==> src/rtl/dmem_port_arbiter.sv <==
// dmem_port_arbiter: shares one combinational-read data memory between the
// MEM-stage CPU port and a word-wide debug/loader port. The CPU port gets
// byte-lane steering for stores and extraction plus extension for loads.
// The debug port waits for a free slot, or forces one after STARVE_LIMIT
// consecutive CPU grants.
//
// Optional feature macro: DMEM_ARB_PERF_EN adds the saturating performance
// counters perf_stall_cnt and perf_dbg_cnt. With it undefined, those ports
// and counters do not exist.
//
// arb_state and starve_count expose the debug FSM state and the starvation
// counter. They are observation outputs only.
module dmem_port_arbiter #(
  parameter int ADDR_W       = 32,
  parameter int STARVE_LIMIT = 4
) (
  input  logic              clk,
  input  logic              reset,
  // CPU (MEM stage) port
  input  logic              cpu_req,
  input  logic              cpu_we,
  input  logic [1:0]        cpu_width,
  input  logic              cpu_sign_ext,
  input  logic [ADDR_W-1:0] cpu_addr,
  input  logic [31:0]       cpu_wdata,
  output logic [31:0]       cpu_rdata,
  output logic              cpu_stall,
  output logic              err_misaligned,
  // Debug/loader port
  input  logic              dbg_req,
  input  logic              dbg_we,
  input  logic [ADDR_W-1:0] dbg_addr,
  input  logic [31:0]       dbg_wdata,
  output logic [31:0]       dbg_rdata,
  output logic              dbg_ack,
  // Memory side
  output logic              mem_en,
  output logic [3:0]        mem_be,
  output logic [ADDR_W-3:0] mem_addr,
  output logic [31:0]       mem_wdata,
  input  logic [31:0]       mem_rdata,
`ifdef DMEM_ARB_PERF_EN
  output logic [15:0]       perf_stall_cnt,
  output logic [15:0]       perf_dbg_cnt,
`endif
  // Observation
  output logic [1:0]        arb_state,
  output logic [3:0]        starve_count
);

  // Debug handshake: the master raises dbg_req and holds it, together with
  // dbg_we/dbg_addr/dbg_wdata, until it sees the one-cycle dbg_ack pulse.
  // dbg_rdata is valid from the ack cycle onward. The master then drops
  // dbg_req. A new request is accepted only after dbg_req has been seen low
  // in HOLD. A reset in the middle of a transaction aborts it without an ack.
  typedef enum logic [1:0] {
    S_IDLE = 2'd0,
    S_WAIT = 2'd1,
    S_ACK  = 2'd2,
    S_HOLD = 2'd3
  } dbg_state_t;

  dbg_state_t state, state_nxt;
  logic [3:0] starve_cnt, starve_nxt;
  logic       misaligned;
  logic       cpu_valid;
  logic       dbg_grant;
  logic       cpu_grant;
  logic [3:0] st_be;
  logic [31:0] st_wdata;
  logic [7:0]  ld_byte;
  logic [15:0] ld_half;

  // The low address bits of the debug port are ignored by definition.
  logic unused_dbg_lsbs;
  assign unused_dbg_lsbs = ^dbg_addr[1:0];

  // Flag half accesses on odd addresses, word accesses not word aligned,
  // and the reserved width encoding.
  always_comb begin
    misaligned = 1'b0;
    case (cpu_width)
      2'b00:   misaligned = 1'b0;
      2'b01:   misaligned = cpu_addr[0];
      2'b10:   misaligned = |cpu_addr[1:0];
      default: misaligned = 1'b1;
    endcase
  end

  // A misaligned CPU access never competes for the memory slot.
  assign cpu_valid = cpu_req & ~misaligned;
  assign dbg_grant = (state == S_WAIT) &&
                     (!cpu_valid || (starve_cnt == 4'(STARVE_LIMIT)));
  assign cpu_grant = cpu_valid & ~dbg_grant;
  assign cpu_stall = dbg_grant & cpu_valid;
  assign dbg_ack   = (state == S_ACK);

  assign arb_state    = state;
  assign starve_count = starve_cnt;

  // Store lane steering: replicate the data and enable only the target lanes.
  always_comb begin
    st_be    = 4'b1111;
    st_wdata = cpu_wdata;
    case (cpu_width)
      2'b00: begin
        st_be    = 4'b0001 << cpu_addr[1:0];
        st_wdata = {4{cpu_wdata[7:0]}};
      end
      2'b01: begin
        st_be    = cpu_addr[1] ? 4'b1100 : 4'b0011;
        st_wdata = {2{cpu_wdata[15:0]}};
      end
      default: begin
        st_be    = 4'b1111;
        st_wdata = cpu_wdata;
      end
    endcase
  end

  // Load extraction: pick the addressed byte/half and then extend it.
  always_comb begin
    ld_byte   = mem_rdata[7:0];
    ld_half   = cpu_addr[1] ? mem_rdata[31:16] : mem_rdata[15:0];
    cpu_rdata = mem_rdata;
    case (cpu_addr[1:0])
      2'b00:   ld_byte = mem_rdata[7:0];
      2'b01:   ld_byte = mem_rdata[15:8];
      2'b10:   ld_byte = mem_rdata[23:16];
      default: ld_byte = mem_rdata[31:24];
    endcase
    if (misaligned) begin
      cpu_rdata = 32'd0;
    end else if (cpu_width == 2'b00) begin
      cpu_rdata = cpu_sign_ext ? {{24{ld_byte[7]}}, ld_byte} : {24'd0, ld_byte};
    end else if (cpu_width == 2'b01) begin
      cpu_rdata = cpu_sign_ext ? {{16{ld_half[15]}}, ld_half} : {16'd0, ld_half};
    end
  end

  // Memory-side mux: debug grant, then CPU grant, otherwise no access.
  always_comb begin
    mem_en    = 1'b0;
    mem_be    = 4'b0000;
    mem_addr  = cpu_addr[ADDR_W-1:2];
    mem_wdata = st_wdata;
    if (dbg_grant) begin
      mem_en    = 1'b1;
      mem_be    = dbg_we ? 4'b1111 : 4'b0000;
      mem_addr  = dbg_addr[ADDR_W-1:2];
      mem_wdata = dbg_wdata;
    end else if (cpu_grant) begin
      mem_en = 1'b1;
      mem_be = cpu_we ? st_be : 4'b0000;
    end
  end

  // Debug FSM next state, and the starvation counter, which counts CPU wins
  // only while debug is waiting.
  always_comb begin
    state_nxt  = state;
    starve_nxt = 4'd0;
    case (state)
      S_IDLE:  if (dbg_req) state_nxt = S_WAIT;
      S_WAIT:  if (dbg_grant) state_nxt = S_ACK;
      S_ACK:   state_nxt = S_HOLD;
      S_HOLD:  if (!dbg_req) state_nxt = S_IDLE;
      default: state_nxt = S_IDLE;
    endcase
    if ((state == S_WAIT) && cpu_grant) begin
      starve_nxt = starve_cnt + 4'd1;
    end
  end

  // State register, debug read capture, and the misalignment error pulse.
  always_ff @(posedge clk or negedge reset) begin
    if (!reset) begin
      state          <= S_IDLE;
      starve_cnt     <= 4'd0;
      dbg_rdata      <= 32'd0;
      err_misaligned <= 1'b0;
    end else begin
      state          <= state_nxt;
      starve_cnt     <= starve_nxt;
      err_misaligned <= cpu_req & misaligned;
      if (dbg_grant) begin
        dbg_rdata <= mem_rdata;
      end
    end
  end

`ifdef DMEM_ARB_PERF_EN
  // Saturating counts of stall cycles and debug grants.
  always_ff @(posedge clk or negedge reset) begin
    if (!reset) begin
      perf_stall_cnt <= 16'd0;
      perf_dbg_cnt   <= 16'd0;
    end else begin
      if (cpu_stall && (perf_stall_cnt != 16'hFFFF)) begin
        perf_stall_cnt <= perf_stall_cnt + 16'd1;
      end
      if (dbg_grant && (perf_dbg_cnt != 16'hFFFF)) begin
        perf_dbg_cnt <= perf_dbg_cnt + 16'd1;
      end
    end
  end
`endif

endmodule
==> config.mk <==
export PLATFORM = sky130hd
export DESIGN_NAME = dmem_port_arbiter
export DESIGN_NICKNAME = d
export VERILOG_FILES = /design/src/rtl/dmem_port_arbiter.sv
export SDC_FILE = /design/constraint.sdc
export NUM_CORES = 1
export LEC_CHECK = 0
export BUFFER_PORTS_ARGS = -buffer_cell sky130_fd_sc_hd__buf_2
export CORE_AREA = 10 10 113 115
export DETAILED_ROUTE_END_ITERATION = 8
export DIE_AREA = 0 0 123 125
export PLACE_DENSITY_LB_ADDON = 0.08
export RECOVER_POWER = 25
export SYNTH_ARGS = -nofsm -noshare
export SYNTH_HDL_FRONTEND = slang
export SYNTH_SLANG_ARGS = --single-unit
==> constraint.sdc <==
create_clock -name clk -period 4.52 [get_ports clk]
set_clock_uncertainty 0.05 [all_clocks]
set_input_delay 1.356 -clock clk [delete_from_list [all_inputs] [get_ports clk]]
set_output_delay 1.356 -clock clk [all_outputs]
set_load 0.01 [all_outputs]
# Word-level counts from Yosys, hierarchy flattened
# Index checks and enable logic that the tools add are counted.
# totals
register_bits	39
latchBits	0
ram_bits	0
romBits	0
inputBits	169
output_inout_bits	140
n_memories	0
# classes
n_addsub	1
n_mul	0
n_div	0
order_cmp	0
eq_ne	11
shift	1
muxes	24
bitwise	6
reduce_logical	9
# op_table
op	count
two-way mux 32 bit	6
one-hot mux 32 bit (2 select lines)	1
two-way mux 30 bit	1
two-way mux 4 bit	6
one-hot mux 8 bit (3 select lines)	1
two-way mux 16 bit	1
== test 2 bit (second input constant)	4
one-hot mux 2 bit (4 select lines)	1
one-hot mux 4 bit (2 select lines)	1
== test 2 x 1 -> 1 bit (second input constant)	3
zero test 2 bit	3
two-way mux 2 bit	3
!= test 2 bit (second input constant)	3
adder 4 x 1 -> 4 bit (second input constant)	1
bitwise AND 1 bit	4
== test 4 x 3 -> 1 bit (second input constant)	1
<< shifter 1 x 2 -> 4 bit (first input constant)	1
one-hot mux 1 bit (3 select lines)	1
AND reduction 3 bit	1
logical AND 1 bit	2
two-way mux 1 bit	2
inverter 1 bit	2
OR reduction 2 bit	1
zero test 1 bit	1
logical OR 1 bit	1

# Logic depth before layout (Yosys ltp)
# depth
depth_word	11
mapped_depth	9

# Worst setup path before layout
# No wires, ideal clock.
# synth_timing
kind	in2out
from	input port cpu_addr[1]
to	output port mem_addr[28]
arrival_time_ns	2.536
slack_ns	0.578
path_stages	6
n_path_buf	3
cell_sequence	buf_2 o21ai_1 a41oi_2 buf_6 buf_2 mux2_1
# synth_between
elab_chain_len	8
# synth_rtl
item	line	text
from (decl)	24	input logic [ADDR_W-1:0] cpu_addr,
OR reduction 2 bit	85	2'b10: misaligned = |cpu_addr[1:0];
one-hot mux 1 bit (3 select lines)	82	case (cpu_width)
inverter 1 bit	91	assign cpu_valid = cpu_req & ~misaligned;
bitwise AND 1 bit	91	
zero test 1 bit	93	(!cpu_valid || (starve_cnt == 4'(STARVE_LIMIT)));
logical OR 1 bit	93	
logical AND 1 bit	92	assign dbg_grant = (state == S_WAIT) &&
two-way mux 30 bit	147	if (dbg_grant) begin
to (decl)	39	output logic [ADDR_W-3:0] mem_addr,
# Every way passes these cells.

# Worst setup path in the final report
# layout_timing
from	input port cpu_width[0]
to	output port mem_wdata[2]
# layout_between
elab_chain_len	8
elab_cells_between_ends	10
classes_between	2 x eq/ne; 2 x mux; 2 x bitwise; 4 x reduce/logical
# layout_rtl
item	line	text
from (decl)	22	input logic [1:0] cpu_width,
== test 2 bit (tied with other cells)	82	
one-hot mux 1 bit (3 select lines) *	82	
inverter 1 bit *	91	
bitwise AND 1 bit *	91	
zero test 1 bit *	93	
logical OR 1 bit *	93	
logical AND 1 bit *	92	
two-way mux 32 bit *	147	
to (decl)	40	output logic [31:0] mem_wdata,
# Every way passes the cells marked *; elsewhere a longest branch is shown, timed or not.

==> flow_metrics.env <==
export IMPL_synthFlopType="dfrtp_1"
export IMPL_ir_drop_v=0.000232
export IMPL_cp_slowest_stage_delay_ps=390
export IMPL_critPathCaptureType="primary output"
export IMPL_synthToLayoutAreaGrowth_pct=46.4
export IMPL_syn_area_sq_mm=0.00368
export IMPL_drive_gt1_frac=0.500
export IMPL_fmax_ghz=0.228
export IMPL_chipWidth_microns=123
export IMPL_cts_sinks=39
export IMPL_ctsHoldBuffers=0
export IMPL_hpwl_microns=14500
export IMPL_rsz0062_at_grt="no"
export IMPL_antenna_found_initial=0
export IMPL_p_leak_uw=0.00280
export IMPL_synthAdderAreaFrac=0.0204
export IMPL_synth_xor_area_frac=0.00715
export IMPL_grt_use_total=0.206
export IMPL_cts_resized=0
export IMPL_violations="capacitance limit, slew limit"
export IMPL_yosys_area_share_simple=0.0899
export IMPL_cp_arrival_ps=2980
export IMPL_finalSetupTns_ps=0
export IMPL_vias_per_cell=4.86
export IMPL_wirelength_microns=17200
export IMPL_worst_setup_path_start_kind="input port"
export IMPL_synth_seq_cells=39
export IMPL_maxCapViolCount=1
export IMPL_cp_common_cell="buf_2"
export IMPL_min_period_over_period=0.971
export IMPL_nNetsFinal=856
export IMPL_critPathMaxFanout=36
export IMPL_crit_chain="buf_2 -> o21ai_1 -> a41oi_4 -> buf_4 -> mux2_1 -> buf_2"
export IMPL_wire_per_inst_microns=21.0
export IMPL_synth_compound_area_frac=0.172
export IMPL_postCtsSetupBuffers=0
export IMPL_critPathKind="in2out"
export IMPL_slew_headroom=-0.413
export IMPL_grt_pass1_wl_microns=24800
export IMPL_drcViolationCount=0
export IMPL_yosys_warnings=0
export IMPL_io_pin_count=309
export IMPL_gr_total_overflow=0
export IMPL_slew_viol_final=40
export IMPL_nFillCells=1086
export IMPL_min_path_type="reg2reg"
export IMPL_synthCells=382
export IMPL_status="complete, but fails checks"
export IMPL_clock_latency_ps=300
export IMPL_initial_core_util=0.347
export IMPL_synth_area_mux_share=0.347
export IMPL_gp_congestion=0.968
export IMPL_finalSetupViolCount=0
export IMPL_worst_pin_slew_ps=2120
export IMPL_numPortBuffers=306
export IMPL_cts_buffer_depth=2
export IMPL_postRouteAntennaNets=0
export IMPL_r2r_setup_slack_ps=2420
export IMPL_cts_made_buffers=5
export IMPL_vias=3995
export IMPL_clk_pin_slew_ps=80
export IMPL_syn_area_per_cell_sq_um=9.62
export IMPL_ys_types=44
export IMPL_dr_pass1_iters=4
export IMPL_synth_top_family_by_area="multiplexers"
export IMPL_dr_first_iter_drc_count=186
export IMPL_crit_required_ps=3110
export IMPL_dieArea_sq_mm=0.0154
export IMPL_ys_seq_area_frac=0.265
export IMPL_fp_dieH_microns=125
export IMPL_async_flop_share=1.00
export IMPL_h_tree_depth=2
export IMPL_synth_edff_count=0
export IMPL_cts_tree="done"
export IMPL_antenna_cells=0
export IMPL_coreArea_sq_mm=0.0106
export IMPL_layout_min_cycle_time_ps=4390
export IMPL_hold_slack_ps=436
export IMPL_cp_slowest_cell="buf_4"
export IMPL_hold_viol_final=0
export IMPL_rows=38
export IMPL_power_density_mw_per_mm2=427
export IMPL_total_power_uw=2300
export IMPL_grt_max_degree=64
export IMPL_syn_num_nets=557
export IMPL_root_buffer="clkbuf_8"
export IMPL_grt_pass1_vias=4073
## flip-flops by register name, indices dropped and copies added (netlist names)
signal and cells:
dbg_rdata 32, starve_count 4, arb_state 2, err_misaligned 1
## per-stage QoR
step | worst slack, ps | util | area (sq um) | std cells
detailed placement | 161 | 0.499 | 5290 | 814
global placement | 172 | 0.499 | 5290 | 814
CTS | 155 | 0.509 | 5400 | 822
finish | 130 | 0.508 | 5380 | 822
floorplan | 578 | - | 3680 | 382
global route | 62.3 | 0.508 | 5380 | 822
## worst max-delay path, delay by kind of cell
family | cells | cell delay, ps
AOI/OAI and AO/OA | 2 | 450
buffers and inverters | 3 | 800
muxes | 1 | 360
## cells in the mapped netlist, types with 3 or more instances
cell type / number / area, sq um
a21oi_2: 10 / 87.6
inv_1: 31 / 116
mux4_1: 6 / 158
mux2_2: 3 / 33.8
dfrtp_1: 39 / 976
o22ai_1: 7 / 43.8
buf_6: 11 / 124
a22oi_1: 7 / 52.6
buf_2: 9 / 45.0
nor2_1: 22 / 82.6
a21oi_1: 17 / 85.1
mux2i_1: 25 / 250
clkbuf_1: 5 / 18.8
ha_1: 6 / 75.1
mux2_1: 70 / 788
a221oi_1: 7 / 61.3
nand2_1: 36 / 135
buf_4: 3 / 22.5
o21ai_1: 19 / 95.1
o21ai_0: 19 / 95.1
## area by class of cell
cell class / count / area [sq um] / area share
Timing Repair Buffer: 323 / 1650 / 0.307
Multi-Input combinational cell: 281 / 2350 / 0.436
Tap cell: 140 / 175 / 0.0326
Clock buffer: 5 / 68.8 / 0.0128
Clock inverter: 3 / 43.8 / 0.00814
Sequential cell: 39 / 976 / 0.181
Inverter: 31 / 116 / 0.0216
## placed cells by master (no fill, tap or decap), types with 10 or more instances in the layout
cell and n:
nand2_1 36, nor2_1 22, inv_1 31, buf_2 291, mux2_1 70, o21ai_1 19
mux2i_1 25, dfrtp_1 39, a21oi_1 17, clkbuf_1 15, o21ai_0 19, a21oi_2 10
buf_4 16
## cells by family (layout without fill, tap and decap cells)
| group | after synthesis | in the layout |
|---|---|---|
| muxes | 106 | 106 |
| AOI/OAI and AO/OA | 94 | 94 |
| and+or+nand+nor | 72 | 72 |
| buffers and inverters | 62 | 362 |
| DFF | 39 | 39 |
| adders and majority gates | 6 | 6 |
| xor gates and xnor gates | 3 | 3 |
## per-layer routing
layer / track usage / vias up / wire length (microns)
met5: 0 / - / 0
met4: 0.0377 / 0 / 230
met2: 0.379 / 156 / 8980
met3: 0.0626 / 13 / 1410
li1: - / 1968 / -
met1: 0.226 / 1858 / 6620
## where the power goes
part / switching (uW) / total (uW) / leakage (uW) / internal, uW
Sequential: 76.8 / 587 / 0.000465 / 510
Combinational: 792 / 1410 / 0.00227 / 614
Clock: 139 / 304 / 0.0000581 / 165
## final timing paths
check | start | to | cells past startpoint
min in group asynchronous | reset | dbg_rdata[12] | 1
max in group asynchronous | reset | dbg_rdata[22] | 1
min reg2reg | dbg_rdata[18] | dbg_rdata[18] | 1
max reg2reg | starve_count[0] | dbg_rdata[7] | 6
min | dbg_rdata[18] | dbg_rdata[18] | 1
max | cpu_width[0] | mem_wdata[2] | 6
No activity file was read; power rests on OpenSTA's default activity.
